### src/rtl/concat_packer.sv
// Packs NUM consecutive IN_W-bit fields into one OUT_W-bit word; in_last flushes a partial word.
// Latency: the word is visible the cycle after its completing field is accepted.
// Backpressure: in_ready drops while a word is held unaccepted; a completing field may replace a word leaving the same cycle.
module concat_packer #(
    parameter int IN_W      = 4,
    parameter int NUM       = 4,
    parameter int MSB_FIRST = 1
) (
    input  logic                       clk,
    input  logic                       rstn,
    input  logic [IN_W-1:0]            in_data,
    input  logic                       in_valid,
    input  logic                       in_last,
    output logic                       in_ready,
    output logic [IN_W*NUM-1:0]        out_data,
    output logic [$clog2(NUM+1)-1:0]   out_count,
    output logic                       out_valid,
    input  logic                       out_ready
);

    localparam int OUT_W = IN_W * NUM;
    localparam int CNT_W = $clog2(NUM + 1);
    localparam int IDX_W = (NUM > 1) ? $clog2(NUM) : 1;

    logic [OUT_W-1:0] acc;
    logic [OUT_W-1:0] merged;
    logic [IDX_W-1:0] cnt;
    logic             accept;
    logic             xfer;
    logic             last_slot;
    logic             complete;

    assign in_ready  = rstn && (!out_valid || out_ready);
    assign accept    = in_valid && in_ready;
    assign xfer      = out_valid && out_ready;
    assign last_slot = (cnt == IDX_W'(NUM - 1));
    assign complete  = accept && (last_slot || in_last);

    // Slot s receives the field accepted at count s; other slots keep the accumulator.
    for (genvar s = 0; s < NUM; s++) begin : g_slot
        localparam int POS = (MSB_FIRST != 0) ? (NUM - 1 - s) : s;
        assign merged[POS*IN_W +: IN_W] = (cnt == IDX_W'(s)) ? in_data
                                                              : acc[POS*IN_W +: IN_W];
    end

    always_ff @(posedge clk or negedge rstn) begin
        if (!rstn) begin
            acc       <= '0;
            cnt       <= '0;
            out_data  <= '0;
            out_count <= '0;
            out_valid <= 1'b0;
        end else begin
            if (accept) begin
                if (complete) begin
                    out_data  <= merged;
                    out_count <= CNT_W'(cnt) + CNT_W'(1);
                    acc       <= '0;
                    cnt       <= '0;
                end else begin
                    acc <= merged;
                    cnt <= cnt + IDX_W'(1);
                end
            end
            // A new word wins over the departing one, keeping back-to-back throughput.
            if (complete) begin
                out_valid <= 1'b1;
            end else if (xfer) begin
                out_valid <= 1'b0;
            end
        end
    end

endmodule
### config.mk
export PLATFORM = sky130hd
export DESIGN_NAME = concat_packer
export DESIGN_NICKNAME = d
export VERILOG_FILES = /design/src/rtl/concat_packer.sv
export SDC_FILE = /design/constraint.sdc
export NUM_CORES = 1
export LEC_CHECK = 0
export ABC_AREA = 1
export BUFFER_PORTS_ARGS = -buffer_cell sky130_fd_sc_hd__clkbuf_2
export CAP_MARGIN = 10
export CORE_MARGIN = 4
export CORE_UTILIZATION = 40
export CTS_CLUSTER_DIAMETER = 50
export DETAILED_ROUTE_END_ITERATION = 16
export PLACE_DENSITY = 0.62
export SLEW_MARGIN = 10
export SYNTH_ARGS = -nofsm -noshare
export SYNTH_HDL_FRONTEND = slang
export SYNTH_SLANG_ARGS = --single-unit
### constraint.sdc
create_clock -name clk -period 1.6 [get_ports clk]
set_input_delay 0.32 -clock clk [delete_from_list [all_inputs] [get_ports clk]]
set_output_delay 0.32 -clock clk [all_outputs]
set_load 0.01 [all_outputs]
==> results.md <==
- Layout fillers: 473
- Slew HR: 0.702
- Syn Std Cell Area: 1950 um^2
- Layout cells sized above 1: 0.179
- CTS H-tree lvls: 2
- Crit end category: output port
- Final nets: a little over 300
- Post-DRT Antenna Nets: 0
- ANT cells: 0
- Global-route wire length before repair: between 7000 and 8000 um
- Rows: 25
- DP Area: 2160 um^2
- Drt wl/cell: around 11 um
- Seq/Total Area, Yosys: 0.488
- Synth cell types: 17
- Max-cap violations: 0
- Mapped Cells: 259
- Die height: about 78 um
- Clock-pin slew on the worst setup and hold paths: 80 ps
- Num CTS Buffers: 5
- Clock skew: 4.14 ps
- Clk Latency, worst-skew pair: 290 ps
- Core ar.: about 4700 um^2
- Syn nets: ~270
- CTS Root Cell: clkbuf_8
- Area contributors post-synth: dfrtp_1 49%, nand2_1 27%, inv_1 6.9%
- Post-route setup TNS: 0 ps
- Synthesized area per cell: between 7 and 8 um^2
- Gr ovfl total: 0
- DRT Pass-1 Iters: 6
- CP startpoint kind: flip-flop
- Io pins: 30
- Final Cycle Share: 0.949
- Routability cong.: just under 0.8
- Final wirelength: 4160 um
- Final Max Tran Viols: 0
- FF-to-FF setup slack: between 100 and 150 ps
- Leading area contributor after synthesis: dfrtp_1
- CTS tree: yes
- Power after layout: 2.97 mW
- RSZ-0062 raised after global routing: no
- Buffers on Ports: 29
- Initial core utilization: 0.412
- Die width: between 70 and 80 um
- DR DRC count: 0
- WS Path Type: flip-flop to output port
- Top cell type's share of synthesized area: 0.488
- Antenna violations before repair: 0
- Syn. warnings: 0
- Setup WS post-layout: ~81 ps
- Total setup buffers inserted after CTS: 0
- Vias in the first global route: 1541
- Final Cell Area: approximately 2300 um^2
- Via density: roughly 4.5
- Run status: completed
- Sink Count: 38
- DR iter-0 viols: 90
- Power Density: 1300 nW/um^2
- Largest net degree at the start of global routing: 37
- Pre-CTS setup slack: 86.4 ps
- Leak: 1.38 nW
- CP required: about 1300 ps
- Max clock buf depth: 2
- Detailed-route via count: roughly 1.6k
- Hpwl dp: ~3000 um
- Slew @ Worst Pin: 447 ps
- Layout area overhead: 17.7%
- Max Fclk: 658 MHz
- Die area: 6050 um^2
- Final Setup Violations: 0
- Seq cells post-synth: 38
- Critical path arrival: 1200 ps
- Tmin final: 1520 ps
- Worst vdd ir: about 0.45 mV
- Fin. Hold Viols: 0
- Hold WC Path Type: input port to asynchronous set/reset pin
- Crit path max fanout: 9
- Gr usage total: 0.151
-- placed cells by master (no fill, tap or decap), drive strengths merged --
| master | synthesis | final |
|---|---|---|
| a21oi | 1 | 1 |
| buf | 9 | 7 |
| bufinv | 0 | 1 |
| clkbuf | 0 | 34 |
| clkinv | 0 | 3 |
| dfrtp | 38 | 38 |
| dlygate4sd3 | 0 | 1 |
| ha | 4 | 4 |
| inv | 39 | 38 |
| nand2 | 141 | 141 |
| nand3 | 3 | 3 |
| nand4 | 19 | 20 |
| nor2 | 5 | 5 |
-- cell usage after synthesis (all sizes together) --
library cell	n
dfrtp	38
nor2	5
nand3	3
inv	39
a21oi	1
ha	4
buf	9
nand4	19
nand2	141
-- power breakdown --
part           internal [mW]  switching (mW)  leakage [nW]
logic                  0.320           0.547         0.846
registers               1.18           0.125         0.478
clock network          0.459           0.342        0.0579
total                   1.96            1.01          1.38
-- metal layers --
layer | GRT usage | wire [um] | up-vias
met2 | 0.235 | 1920 | 46
met5 | 0 | 0 | -
met4 | 0.0694 | 87 | 0
li1 | - | - | 856
met1 | 0.206 | 1900 | 725
met3 | 0.0232 | 248 | 7
-- final timing paths --
path / startpoint / to / depth (start not counted)
worst max register to register: cnt[0] / out_data[11] / 6
worst min-delay path: rstn / out_data[14] / 2
worst max-delay path: out_valid / in_ready / 2
min in group clk: out_ready / out_valid / 4
worst min register to register: out_data[3] / out_data[3] / 2
max in group asynchronous: rstn / cnt[0] / 3
-- flip-flops by register name, summed over array words and instances (netlist names) --
| signal | count |
|---|---|
| out_data | 16 |
| cnt | 2 |
| out_valid | 1 |
| out_count | 3 |
| acc | 16 |
-- critical path, cell delays in order (launching register included) --
cell and delay [ps]:
dfrtp_1 430, a21oi_4 290, clkbuf_2 190
-- kinds of logic (layout without fill, tap and decap cells) --
| kind of cell | count (synthesis) | in the layout | share of synthesized area |
|---|---|---|---|
| AND/OR/NAND/NOR | 168 | 169 | 0.366 |
| adder cells (fa/ha/maj) | 4 | 4 | 0.0257 |
| AO/OA/AOI/OAI | 1 | 1 | 0.00836 |
| flip-flops | 38 | 38 | 0.488 |
| buffers and inverters | 48 | 84 | 0.112 |
-- area by class of cell --
type                    instances  area (um^2)  share of cell area
clock buffers                   5         68.8              0.0300
clock inverters                 3         40.0              0.0175
inverters                      39          150              0.0655
multi-input cells             174          791               0.345
flip-flops and latches         38          951               0.415
well taps                      67         83.8              0.0366
repair buffers                 37          208              0.0906
-- through the flow --
step | std cells | hold slack (ps) | utilization
finish | 363 | 122 | 0.485
global route | 363 | 165 | 0.485
CTS | 362 | 136 | 0.482
detailed placement | 353 | 285 | 0.457
global placement | 353 | 291 | 0.457
floorplan | 259 | 24.4 | -
-- what timing repair did --
action                                  CTS  global route
endpoints found under the setup margin    0             5
hold buffers                              1             0
resized for setup                         0             1
endpoints found under the hold margin     2             0
(Power assumes the default switching activity.)
